File: src/rtl/vga_timing_pkg.sv
// rtl/vga_timing_pkg.sv - mode presets and segment helpers for the VGA timing generator
package vga_timing_pkg;

  typedef struct packed {
    int unsigned active;
    int unsigned fp;
    int unsigned sync;
    int unsigned bp;
    bit          pol;
  } axis_mode_t;

  localparam axis_mode_t VGA640_H  = '{active: 640,  fp: 16, sync: 96,  bp: 48,  pol: 1'b0};
  localparam axis_mode_t VGA640_V  = '{active: 480,  fp: 10, sync: 2,   bp: 33,  pol: 1'b0};
  localparam axis_mode_t SVGA800_H = '{active: 800,  fp: 40, sync: 128, bp: 88,  pol: 1'b1};
  localparam axis_mode_t SVGA800_V = '{active: 600,  fp: 1,  sync: 4,   bp: 23,  pol: 1'b1};
  localparam axis_mode_t XGA1024_H = '{active: 1024, fp: 24, sync: 136, bp: 160, pol: 1'b0};
  localparam axis_mode_t XGA1024_V = '{active: 768,  fp: 3,  sync: 6,   bp: 29,  pol: 1'b0};

  function automatic int unsigned seg_total(input int unsigned active, input int unsigned fp,
                                            input int unsigned sync, input int unsigned bp);
    return active + fp + sync + bp;
  endfunction

endpackage

File: src/rtl/vga_axis_counter.sv
// rtl/vga_axis_counter.sv - one timing axis: wrapping counter with registered sync/blank flags
module vga_axis_counter
  import vga_timing_pkg::*;
#(
  parameter int unsigned ACTIVE = 1024,
  parameter int unsigned FP     = 24,
  parameter int unsigned SYNC   = 136,
  parameter int unsigned BP     = 160,
  parameter bit          POL    = 1'b1,
  parameter int unsigned W      = 12
) (
  input  logic         pclk,
  input  logic         rst,
  input  logic         step,
  output logic [W-1:0] count,
  output logic         sync,
  output logic         blnk,
  output logic         wrap
);

  localparam int unsigned  TOTAL    = seg_total(ACTIVE, FP, SYNC, BP);
  localparam logic [W-1:0] LAST     = W'(TOTAL - 1);
  localparam logic [W-1:0] ACT      = W'(ACTIVE);
  localparam logic [W-1:0] SYNC_BEG = W'(ACTIVE + FP);
  localparam logic [W-1:0] SYNC_END = W'(ACTIVE + FP + SYNC);

  logic [W-1:0] count_q, count_d;
  logic         sync_q, sync_d;
  logic         blnk_q, blnk_d;

  assign wrap = step && (count_q == LAST);

  // Flags are derived from the next count so they line up with it once registered.
  always_comb begin
    count_d = count_q;
    sync_d  = sync_q;
    blnk_d  = blnk_q;
    if (step) begin
      count_d = wrap ? '0 : count_q + 1'b1;
      blnk_d  = (count_d >= ACT);
      sync_d  = ((count_d >= SYNC_BEG) && (count_d < SYNC_END)) ? POL : ~POL;
    end
  end

  always_ff @(posedge pclk) begin
    if (rst) begin
      count_q <= '0;
      sync_q  <= ~POL;
      blnk_q  <= 1'b0;
    end else begin
      count_q <= count_d;
      sync_q  <= sync_d;
      blnk_q  <= blnk_d;
    end
  end

  assign count = count_q;
  assign sync  = sync_q;
  assign blnk  = blnk_q;

endmodule

File: src/rtl/vga_timing_gen.sv
// rtl/vga_timing_gen.sv - parametrised VGA timing generator; VGA_TIMING_FRAME_CNT_EN adds frame_cnt
module vga_timing_gen
  import vga_timing_pkg::*;
#(
  parameter int unsigned H_ACTIVE    = 1024,
  parameter int unsigned H_FP        = 24,
  parameter int unsigned H_SYNC      = 136,
  parameter int unsigned H_BP        = 160,
  parameter int unsigned V_ACTIVE    = 768,
  parameter int unsigned V_FP        = 3,
  parameter int unsigned V_SYNC      = 6,
  parameter int unsigned V_BP        = 29,
  parameter bit          H_SYNC_POL  = 1'b1,
  parameter bit          V_SYNC_POL  = 1'b1,
  parameter int unsigned CNT_W       = 12,
  parameter int unsigned FRAME_CNT_W = 16
) (
  input  logic             pclk,
  input  logic             rst,
  input  logic             ce,
  output logic [CNT_W-1:0] hcount,
  output logic [CNT_W-1:0] vcount,
  output logic             hsync,
  output logic             vsync,
  output logic             hblnk,
  output logic             vblnk,
  output logic             de,
  output logic             line_start,
  output logic             frame_start
`ifdef VGA_TIMING_FRAME_CNT_EN
  ,
  output logic [FRAME_CNT_W-1:0] frame_cnt
`endif
);

  localparam int unsigned H_TOTAL = seg_total(H_ACTIVE, H_FP, H_SYNC, H_BP);
  localparam int unsigned V_TOTAL = seg_total(V_ACTIVE, V_FP, V_SYNC, V_BP);

  if (H_FP < 1 || H_SYNC < 1 || H_BP < 1 || V_FP < 1 || V_SYNC < 1 || V_BP < 1) begin : g_bad_seg
    $fatal(1, "vga_timing_gen: porch and sync widths must be at least 1");
  end
  if ((64'd1 << CNT_W) < 64'(H_TOTAL) || (64'd1 << CNT_W) < 64'(V_TOTAL)) begin : g_bad_cnt_w
    $fatal(1, "vga_timing_gen: CNT_W too narrow for H_TOTAL/V_TOTAL");
  end
  if (FRAME_CNT_W < 1) begin : g_bad_fcnt_w
    $fatal(1, "vga_timing_gen: FRAME_CNT_W must be at least 1");
  end

  logic h_wrap, v_wrap;
  logic line_start_q, frame_start_q;

  vga_axis_counter #(
    .ACTIVE(H_ACTIVE), .FP(H_FP), .SYNC(H_SYNC), .BP(H_BP), .POL(H_SYNC_POL), .W(CNT_W)
  ) u_h_axis (
    .pclk (pclk),
    .rst  (rst),
    .step (ce),
    .count(hcount),
    .sync (hsync),
    .blnk (hblnk),
    .wrap (h_wrap)
  );

  vga_axis_counter #(
    .ACTIVE(V_ACTIVE), .FP(V_FP), .SYNC(V_SYNC), .BP(V_BP), .POL(V_SYNC_POL), .W(CNT_W)
  ) u_v_axis (
    .pclk (pclk),
    .rst  (rst),
    .step (ce && h_wrap),
    .count(vcount),
    .sync (vsync),
    .blnk (vblnk),
    .wrap (v_wrap)
  );

  // v_wrap already implies a horizontal wrap, so it marks the last pixel of the frame.
  always_ff @(posedge pclk) begin
    if (rst) begin
      line_start_q  <= 1'b0;
      frame_start_q <= 1'b0;
    end else begin
      line_start_q  <= h_wrap;
      frame_start_q <= v_wrap;
    end
  end

  assign line_start  = line_start_q;
  assign frame_start = frame_start_q;
  assign de          = ~(hblnk | vblnk);

`ifdef VGA_TIMING_FRAME_CNT_EN
  logic [FRAME_CNT_W-1:0] frame_cnt_q;

  always_ff @(posedge pclk) begin
    if (rst) begin
      frame_cnt_q <= '0;
    end else if (v_wrap) begin
      frame_cnt_q <= frame_cnt_q + 1'b1;
    end
  end

  assign frame_cnt = frame_cnt_q;
`endif

endmodule

File: config.mk
export PLATFORM = sky130hd
export DESIGN_NAME = vga_timing_gen
export DESIGN_NICKNAME = d
export VERILOG_FILES = /design/src/rtl/vga_timing_pkg.sv /design/src/rtl/vga_axis_counter.sv /design/src/rtl/vga_timing_gen.sv
export SDC_FILE = /design/constraint.sdc
export NUM_CORES = 1
export LEC_CHECK = 0
export ABC_AREA = 1
export CAP_MARGIN = 40
export CORE_MARGIN = 3
export CORE_UTILIZATION = 58
export CTS_BUF_LIST = sky130_fd_sc_hd__clkbuf_2
export DETAILED_ROUTE_END_ITERATION = 6
export PLACE_DENSITY = 0.88
export SYNTH_ARGS = -nofsm -noshare
export SYNTH_HDL_FRONTEND = slang
export SYNTH_SLANG_ARGS = --single-unit
File: constraint.sdc
create_clock -name pclk -period 3.3 [get_ports pclk]
set_input_delay 0.33 -clock pclk [delete_from_list [all_inputs] [get_ports pclk]]
set_output_delay 0.33 -clock pclk [all_outputs]
set_load 0.02 [all_outputs]
==> flow_summary.toml <==
[sta]
max_slew_margin = 0.6426
setup_viol = 0
finClkSkew_ns = 0.02108
min_period_ns = 2.042
worstMarginPinSlew_ns = 0.5344
slew_violations = 0
clock.fmax_mhz = 489.7
tns_ns = 0
timing_hold_violations_final = 0
rsz0062_at_grt = "false"
post-route-period-util = 0.6188

[floorplanning]
dieArea_sq_um = 3725
core_region_area_sq_um = 2829
pin_count = 34
die_x_um = 61.04
rows = 19
die_y_um = 61.04
initial_core_util = 0.6210

[cells_and_area]
drive_gt1_frac = 0.1107
layout.nets = 294
layout_common_cells = "50 x nand2_1, 33 x clkdlybuf4s50_1, 30 x dfxtp_1"
area_growth_pct = 21.08
diodes = 0
fin_util = 0.7519
layout_commonest_cell = "nand2_1"

[synth]
synth_cells = 254
async_flop_share = 0
ys_seq_area_frac = 0.3419
yosysWarnings = 0
synth_ff_type = "dfxtp_1"
ys_types = 31
syn-num-nets = 260
synth_edf_count = 0
postSynthAreaPerCell_sq_um = 6.916
mappedNetlistArea_sq_um = 1757
ys_ff_latch = 30

[power_and_ir_drop]
total_power_w = 0.0006418
power_density_nw_per_um2 = 301.7
peakVddDrop_v = 0.0002772
power.leakage_nw = 0.8614

[critical_path]
slowest_stage = "clkdlybuf4s50_1"
worst-path-buf-inv = 3
crit_arrival_ns = 2.34
crit_fanout = 22
crit_end = "u_v_axis.blnk$_SDFFE_PP0P_"
reg2reg_from = "u_v_axis.count[0]$_SDFFE_PP0P_"
crit_family = "simple AND/OR/NAND/NOR gates"
cp_cell_sequence = "clkdlybuf4s50_1, buf_4, nand2_1, nor2_2, nand2_1, nor2_4, nand2_2, nand3_1, nor2_2, o31ai_1, inv_1"
cp-start-kind = "input pin"
end_kind = "register"
crit_type = "input pin to register"
timing.rr.end = "u_v_axis.sync$_SDFFE_PP0P_"
startpoint = "ce"
crit_cells = 11
rr_worst_depth = 10
cp.required_ns = 3.60
cpPeakStageDelay_ns = 0.45
reg2reg_slack_ns = 1.29

[grt]
first_global_vias = 1588
grt_pass1_wl_um = 6775
antenna_found_initial = 0
grt_max_degree = 23
grt_remaining_overflow = 0
grt_usage = 0.2473

[job]
cap_viol_max_count = 0

[clock_network]
cts-resized-gates = 0
htree_levels = 2
path_clk_slew_ns = 0.16
post_cts_buffers = 0
clock_path_buffers = 2
clock_latency_ns = 0.38
ctsRootBufferMaster = "clkbuf_2"
cts-hold-fix-buffers = 0
cts_sinks = 30
cts_buffers = 5
cts_tree = "yes"

[routing]
routed_wl_um = 4157
drtAntennaViolNets = 0
firstDrtPassIters = 5
wl_per_cell_um = 12.99
drtIter0Drc = 154
vias = 1794
drc = 0
viasPerCell = 5.606

[min_path]
hold_path.class = "register to register"

[place]
gp_congestion = 0.9338
portBuffers = 33
dpl.hpwl_um = 3028

[status]
status = "finished, final reports clean"
cell families after synthesis:
group,synth area share
and+or+nand+nor,0.3134
buffers and inverters,0.09472
adders and majority gates,0.02137
AOI/OAI and AO/OA,0.1937
xor gates and xnor gates,0.03490
DFF,0.3419
power by group:
| part | internal, W | switching (W) |
|---|---|---|
| clock | 0.0000519 | 0.000127 |
| sequential | 0.000372 | 0.0000115 |
| combinational | 0.0000322 | 0.0000472 |
| total | 0.000456 | 0.000186 |
area by class of cell:
type	instances	area, sq um
tap	31	38.79
timing repair buffer	34	337.8
clock buffer	6	30.03
multi-input combinational	185	989.7
inverter	32	121.4
sequential	30	600.6
clock inverter	2	8.758
fill	225	701.9
worst reg2reg max path: cells and delay by family (launching register included):
family | cells | cell delay [ns]
XOR/XNOR | 1 | 0.22
flip-flops | 1 | 0.55
adder cells (fa/ha/maj) | 1 | 0.32
AND/OR/NAND/NOR | 8 | 0.86
Yosys cell counts, drive strengths merged, types with 2 or more instances:
cell type   n  area (sq um)
a21o        2         15.01
buf         4         23.76
inv        31         116.4
nand4       3         18.77
nand3      20         122.6
nand2      57         231.5
ha          3         37.54
dfxtp      30         600.6
xor2        7         61.31
nor2       28         145.1
clkbuf      3         21.27
a211oi      6         45.04
a21oi      25         125.1
nor3        5         25.02
o21ai      23         115.1
routing by layer:
| layer | part of all wire | routed length, um | GRT usage |
|---|---|---|---|
| met3 | 0.064 | 268 | 0.05660 |
| met5 | 0 | 0 | 0 |
| met2 | 0.49 | 2050 | 0.4094 |
| met1 | 0.42 | 1755 | 0.2937 |
| met4 | 0.020 | 82 | 0.1393 |
worst min path at each step:
| stage | startpoint | endpoint | depth (start not counted) |
|---|---|---|---|
| floorplan | rst | u_h_axis.count[0]$_SDFFE_PP0P_ | 1 |
| global placement | u_h_axis.sync$_SDFFE_PP0P_ | u_h_axis.sync$_SDFFE_PP0P_ | 2 |
| detailed placement | u_h_axis.sync$_SDFFE_PP0P_ | u_h_axis.sync$_SDFFE_PP0P_ | 2 |
| CTS | u_h_axis.sync$_SDFFE_PP0P_ | u_h_axis.sync$_SDFFE_PP0P_ | 2 |
| global route | u_h_axis.sync$_SDFFE_PP0P_ | u_h_axis.sync$_SDFFE_PP0P_ | 2 |
| finish | u_h_axis.sync$_SDFFE_PP0P_ | u_h_axis.sync$_SDFFE_PP0P_ | 2 |
sequential cells by signal, indices dropped and copies added (netlist names):
| signal | flops |
|---|---|
| u_v_axis.sync | 1 |
| u_h_axis.blnk | 1 |
| line_start | 1 |
| u_h_axis.sync | 1 |
| u_v_axis.count | 12 |
| u_h_axis.count | 12 |
| u_v_axis.blnk | 1 |
| frame_start | 1 |
stage by stage:
stage	instances	hold slack, ns	cell area, sq um	worst slack [ns]
detailed placement	312	0.4637	2088	0.8511
global route	320	0.5032	2127	1.081
floorplan	254	0.4085	1757	1.528
CTS	320	0.4836	2127	1.271
finish	320	0.4831	2127	1.258
global placement	312	0.4558	2088	0.9550
No activity file was read; power rests on OpenSTA's default activity.
